File: config.mk
export PLATFORM = sky130hd
export DESIGN_NAME = gs232c_raminit_ctrl
export DESIGN_NICKNAME = d
export VERILOG_FILES = /design/src/rtl/gs232c_raminit_pkg.sv /design/src/rtl/gs232c_raminit_ctrl.sv
export SDC_FILE = /design/constraint.sdc
export NUM_CORES = 1
export LEC_CHECK = 0
export ABC_AREA = 0
export CAP_MARGIN = 20
export CORE_MARGIN = 2
export CORE_UTILIZATION = 45
export DETAILED_ROUTE_END_ITERATION = 7
export DONT_BUFFER_PORTS = 1
export PLACE_DENSITY = 0.58
export SYNTH_ARGS = -nofsm -noshare
export SYNTH_HDL_FRONTEND = slang
export SYNTH_SLANG_ARGS = --single-unit
export TNS_END_PERCENT = 20
File: constraint.sdc
create_clock -name clock -period 3.6 [get_ports clock]
set_clock_uncertainty 0.15 [all_clocks]
set_input_delay 0.72 -clock clock [delete_from_list [all_inputs] [get_ports clock]]
set_output_delay 0.72 -clock clock [all_outputs]
set_load 0.03 [all_outputs]
File: src/rtl/gs232c_raminit_pkg.sv
// gs232c_raminit_pkg: shared state encoding and default table geometry for predictor RAM init
package gs232c_raminit_pkg;
  typedef enum logic [1:0] {
    READY = 2'd0,
    DRAIN = 2'd1,
    INIT  = 2'd2
  } raminit_state_t;
  localparam int RAMINIT_IDX_W = 8;
  localparam int RAMINIT_DEPTH = 256;
endpackage

File: src/rtl/gs232c_raminit_ctrl.sv
// gs232c_raminit_ctrl: sequences the predictor table init sweep after reset and on flush
//   clock, reset      : clock, synchronous active-high reset
//   flush_req         : single-cycle predictor flush request
//   pipe_idle         : no predictor read/update in flight
//   raminit_valid     : sweep active, tables write init value at raminit_index
//   raminit_index     : current sweep index (0..DEPTH-1)
//   init_busy         : controller not READY, holds the front end off
//   init_done         : sticky, first sweep since reset has completed
//   flush_ack         : one-cycle pulse when the flush sweep completes
//   GS232C_RAMINIT_SKIP_EN : when defined, reset lands directly in READY (preloaded RAMs)
module gs232c_raminit_ctrl
  import gs232c_raminit_pkg::*;
#(
  parameter int IDX_W = RAMINIT_IDX_W,
  parameter int DEPTH = RAMINIT_DEPTH
) (
  input  logic             clock,
  input  logic             reset,
  input  logic             flush_req,
  input  logic             pipe_idle,
  output logic             raminit_valid,
  output logic [IDX_W-1:0] raminit_index,
  output logic             init_busy,
  output logic             init_done,
  output logic             flush_ack
);
  localparam logic [IDX_W-1:0] LAST = IDX_W'(DEPTH - 1);
  raminit_state_t state;
  logic pending;
  always_ff @(posedge clock) begin
    if (reset) begin
`ifdef GS232C_RAMINIT_SKIP_EN
      state         <= READY;
      raminit_valid <= 1'b0;
      init_busy     <= 1'b0;
      init_done     <= 1'b1;
`else
      state         <= INIT;
      raminit_valid <= 1'b1;
      init_busy     <= 1'b1;
      init_done     <= 1'b0;
`endif
      raminit_index <= '0;
      flush_ack     <= 1'b0;
      pending       <= 1'b0;
    end else begin
      flush_ack <= 1'b0;
      case (state)
        READY: if (flush_req) begin
          state     <= DRAIN;
          init_busy <= 1'b1;
          pending   <= 1'b1;
        end
        DRAIN: begin
          pending <= pending | flush_req;
          if (pipe_idle) begin
            state         <= INIT;
            raminit_valid <= 1'b1;
            raminit_index <= '0;
          end
        end
        INIT: if (raminit_index == LAST) begin
          // a request landing on the last index is covered by this sweep's ack
          state         <= READY;
          raminit_valid <= 1'b0;
          init_busy     <= 1'b0;
          raminit_index <= '0;
          init_done     <= 1'b1;
          flush_ack     <= pending | flush_req;
          pending       <= 1'b0;
        end else begin
          raminit_index <= raminit_index + 1'b1;
          pending       <= pending | flush_req;
        end
        default: begin
          // unused encoding: restart a full sweep so the tables end up known
          state         <= INIT;
          raminit_valid <= 1'b1;
          init_busy     <= 1'b1;
          raminit_index <= '0;
        end
      endcase
    end
  end
endmodule
==> out/results.ini, run 1 <==
[global_route]
grt.overflow.total = 0
grt_max_degree = 11
grt_pass1_vias = 529
grt_usage = 0.151
grt_first_pass_wirelength_microns = 2330
antenna_found_initial = 0

[final_layout]
layout_commonest_cell = dfxtp_1
final_area_sq_um = 822
diodes = 0
final_cell_mix = dfxtp_1 (15), nor2_1 (10), nand2_1 (7)
drive_gt1_frac = 0.102
final_nets = 99
syn_to_final_growth_pct = 4.45

[logic_synthesis]
synthCells = 87
synth_cell_types = 31
synth-seq-cells = 15
syn_area_sq_um = 787
ys_warn_count = 0
syn_nets = 97
async_flop_share = 0
synth-edff-count = 0
yosysSeqAreaShare = 0.382
avgSynthCellArea_sq_um = 9.05
synthFlopType = dfxtp_1

[worst_setup_path]
cp_top_family = flip-flops
crit_required_ns = 3.62
crit_buf_inv = 0
slowest_delay_ns = 0.58
worst_setup_path_start_kind = register
critical_path.slowest_cell = dfxtp_1
worstPathArrival_ns = 1.98
crit_path_end_kind = register
path_max_fanout = 5
crit_chain = ha_1, nand3_1, o21ai_4, nand3_2, a211o_1
worstSetupPathType = register to register

[run_status]
outcome = complete, no violations

[placement]
postPlaceCellArea_sq_um = 796
place_hpwl_microns = 1080
io_buffers = 0
place_congestion = 0.821

[power]
seqPwrFrac = 0.630
leakage_uw = 0.000304
internal_power_uw = 217
p_clk_frac = 0.333
vdd_drop_max_uv = 135
powerDensity_nw_per_um2 = 345
switchingPower_uw = 66.4
p_total_uw = 284
switching_share = 0.234
p_comb_frac = 0.037

[die]
pin_count = 16
start_util = 0.466
dieArea_sq_um = 2100
die_w_microns = 45.8
rows = 15
die_y_microns = 45.8
fp.coreArea_sq_um = 1690

[route]
drc = 0
ant_nets = 0
post_drt_wl_per_cell_microns = 13.3
drtPass1Iterations = 2
routed_wl_microns = 1400
vias = 580
dr.first_iter.drc_count = 2
via_per_inst = 5.52

[clock_tree]
cts_sinks = 15
ctsHtreeMaxLevel = 1
cts_buffers = 3
cts_hold_buf = 0
cts_root_buf = clkbuf_4
clk_pin_slew_ns = 0.09
cts.repair.resized = 0
cts_setup_buffers = 0
cts_tree = done
clock_latency_ns = 0.28
clock_path_buffers = 2

[sta]
report.final.setup_viol = 0
min_period_over_period = 0.543
relSlewSlack = 0.667
min_period_ns = 1.95
max_freq_mhz = 512
tightest_slew_ns = 0.499
rsz0062_at_grt = no
finalMaxSlewViolations = 0
hold_viol = 0
totalNegativeSetupSlack_ns = 0

[hold_path]
min_path_type = input port to register

[job]
cap_violations = 0

==> path summary, 6_finish.rpt <==
path                          from        end  slack, ns  cells past startpoint
hold / removal               reset  init_done       0.35                      1
hold reg to reg           state[0]   state[0]       0.36                      2
setup reg to reg  raminit_index[0]   state[1]       1.65                      5
setup / recovery  raminit_index[0]   state[1]       1.65                      5
==> registers in the layout, summed over array words and instances, names as in the netlist <==
register / flops
raminit_index: 8
state: 2
flush_ack: 1
init_busy: 1
init_done: 1
pending: 1
raminit_valid: 1
==> worst reg2reg max path, cell delays in order, from the launching register on <==
cell and delay, ns:
dfxtp_1 0.58, ha_1 0.28, nand3_1 0.17, o21ai_4 0.25, nand3_2 0.12, a211o_1 0.30
==> stage by stage <==
step / util / hold slack (ns) / setup slack (ns) / cells
final: 0.487 / 0.346 / 1.65 / 105
after global routing: 0.487 / 0.335 / 1.51 / 105
after CTS: 0.487 / 0.336 / 1.65 / 105
after detailed placement: 0.471 / 0.354 / 1.66 / 101
after global placement: 0.471 / 0.349 / 1.64 / 101
after floorplan: - / 0.318 / 1.80 / 87
==> layout make-up <==
class / instances / area (sq um)
flip-flops and latches: 15 / 300
well taps: 17 / 21.3
inverters: 5 / 18.8
multi-input cells: 64 / 455
fillers: 168 / 867
clock buffers: 4 / 26.3
==> routing by layer <==
layer  vias to the layer above  part of all wire  GRT usage
li1                        302                 -          -
met1                       269              0.52      0.217
met2                         7              0.44      0.214
met3                         2             0.024     0.0317
met4                         0             0.011     0.0686
met5                         -                 0          0
==> cell usage after synthesis (2+ instances only) <==
cell / n / area [sq um]
dfxtp_1: 15 / 300
nor2_1: 10 / 37.5
nand2_1: 7 / 26.3
ha_1: 6 / 75.1
xnor2_1: 6 / 52.6
inv_1: 5 / 18.8
a21oi_1: 4 / 20.0
nand3_1: 4 / 20.0
nor3_1: 4 / 20.0
clkbuf_1: 2 / 7.51
nand2b_1: 2 / 12.5
nor2b_1: 2 / 12.5
nor4_1: 2 / 12.5
==> cells by family after synthesis <==
| kind of cell | synth area share |
|---|---|
| mux | 0.0127 |
| buf+inv | 0.0397 |
| fa+ha+maj | 0.0954 |
| flops | 0.382 |
| simple gates | 0.289 |
| xor+xnor | 0.0668 |
| compound gates | 0.114 |
==> power groups by stage <==
stage               logic, uW  clock network [uW]  registers [uW]
floorplan                10.2                   0             182
global placement         10.6                   0             183
detailed placement       10.3                   0             183
CTS                      10.4                99.6             179
global route             11.9                 107             180
finish                   10.4                94.7             179
(Power assumes the default switching activity.)
==> run 2: changes to the inputs <==
--- a/config.mk
+++ b/config.mk
@@ -11,7 +11,7 @@
 export CORE_UTILIZATION = 45
 export DETAILED_ROUTE_END_ITERATION = 7
 export DONT_BUFFER_PORTS = 1
-export PLACE_DENSITY = 0.58
+export PLACE_DENSITY = 0.6
 export SYNTH_ARGS = -nofsm -noshare
 export SYNTH_HDL_FRONTEND = slang
 export SYNTH_SLANG_ARGS = --single-unit
==> constraint.sdc (replaced) <==
create_clock -name clock -period 1.7 [get_ports clock]
set_clock_uncertainty 0.15 [all_clocks]
set_input_delay 0.34 -clock clock [delete_from_list [all_inputs] [get_ports clock]]
set_output_delay 0.34 -clock clock [all_outputs]
set_load 0.03 [all_outputs]
==> out/results.ini, run 2 (synthesis results as in run 1) <==
[run_status]
outcome = complete, no violations

[final_layout]
syn_to_final_growth_pct = 24.2
seq_area_sq_um = 303
largest_reg_flops = 8
layout_commonest_cell = buf_4
multi_input_area_sq_um = 493
fillers = 158
final_nets = 114
drive_gt1_frac = 0.301
largest-register = raminit_index
final_cell_mix = buf_4 (14), dfxtp_1 (13), nor2_1 (10)
final_area_sq_um = 977
diodes = 0
reg_top3 = raminit_index: 8 flops, state: 2 flops

[worst_setup_path]
crit_buf_inv = 0
slowest_delay_ns = 0.33
r2r-end = state[1]
worst_setup_path_start_kind = register
timing.rr.start = raminit_index[0]
crit_required_ns = 1.73
crit_chain = ha_1, nand3_1, o21ai_4, nand3_2, a211o_1
worstPathArrival_ns = 1.63
worstSetupPathType = register to register
crit_path_end_kind = register
reg2reg_depth = 5
cp_top_family = compound AO/OA/AOI/OAI gates
path_max_fanout = 5
critical_path.slowest_cell = dfxtp_2
rrSetupSlack_ns = 0.11

[route]
ant_nets = 0
vias = 656
drc = 0
dr.first_iter.drc_count = 3
drtPass1Iterations = 4
routed_wl_microns = 1630
post_drt_wl_per_cell_microns = 13.6
via_per_inst = 5.47

[sta]
report.final.setup_viol = 0
max_freq_mhz = 627
min_period_over_period = 0.938
totalNegativeSetupSlack_ns = 0
tightest_slew_ns = 0.359
hold_ws_ns = 0.0483
hold_viol = 0
rsz0062_at_grt = yes
finalMaxSlewViolations = 0
relSlewSlack = 0.761
min_period_ns = 1.59

[global_route]
grt.overflow.total = 0
antenna_found_initial = 0
grt_usage = 0.176
grt_max_degree = 11
grt_first_pass_wirelength_microns = 2550
grt_pass1_vias = 601

[power]
p_total_uw = 629
powerDensity_nw_per_um2 = 644
leakage_uw = 0.000384
vdd_drop_max_uv = 345

[hold_path]
worstHoldStart = flush_req
hold_path_depth = 2
min_path_type = input port to register
min_to = flush_ack

[clock_tree]
cts_root_buf = clkbuf_4
cts_sinks = 15
clk_pin_slew_ns = 0.10
cts_buffers = 3
clock_latency_ns = 0.29
cts_tree = done
ctsHtreeMaxLevel = 1
cts_setup_buffers = 0
clock_path_buffers = 2

[die]
die_y_microns = 45.8
rows = 15
fp.coreArea_sq_um = 1690
die_w_microns = 45.8
dieArea_sq_um = 2100
start_util = 0.466
pin_count = 16

[placement]
postPlaceCellArea_sq_um = 903
place_congestion = 0.836
io_buffers = 0
place_hpwl_microns = 1200

[job]
cap_violations = 0

[run 2: worst max-delay path by stage]
stage | from | to | slack (ns) | depth (start not counted)
2_1_floorplan | raminit_index[0] | state[1] | 0.04 | 5
3_3_place_gp | state[1] | raminit_index[0] | 0.03 | 7
3_5_place_dp | state[1] | raminit_index[0] | -0.002 | 6
4_1_cts | state[1] | raminit_index[4] | 0.04 | 6
5_1_grt | raminit_index[0] | state[1] | -0.02 | 5
6_report | raminit_index[0] | state[1] | 0.11 | 5
[run 2: metrics by stage]
stage	setup WS [ns]	instances	utilization
global route	-0.0180	120	0.579
detailed placement	-0.00169	115	0.535
finish	0.106	120	0.579
global placement	0.0266	115	0.535
CTS	0.0419	120	0.559
floorplan	0.0362	87	-
[run 2: what timing repair did]
action,4_1_cts,5_1_grt
setup endpoints to repair,8,6
hold buffers,1,0
resized for setup,2,6
endpoints found under the hold margin,7,0
[run 2: cell type report]
cell class | count | share of cell area
clock buffers | 4 | 0.0269
flip-flops and latches | 15 | 0.310
inverters | 5 | 0.0192
well taps | 17 | 0.0218
multi-input cells | 64 | 0.504
repair buffers | 15 | 0.118
[run 2: report_power, final]
group          internal [uW]  switching (uW)  leakage [uW]  total (uW)
logic                   21.6            31.3      0.000247        52.9
registers                360            5.00      0.000122         365
clock network           91.3             120     0.0000150         211
[run 2: metal layers]
layer,global-route usage,share of wire,vias up
li1,-,-,335
met1,0.210,0.47,299
met2,0.268,0.46,17
met4,0.103,0.026,0
met5,0,0,-
met3,0.0675,0.052,5
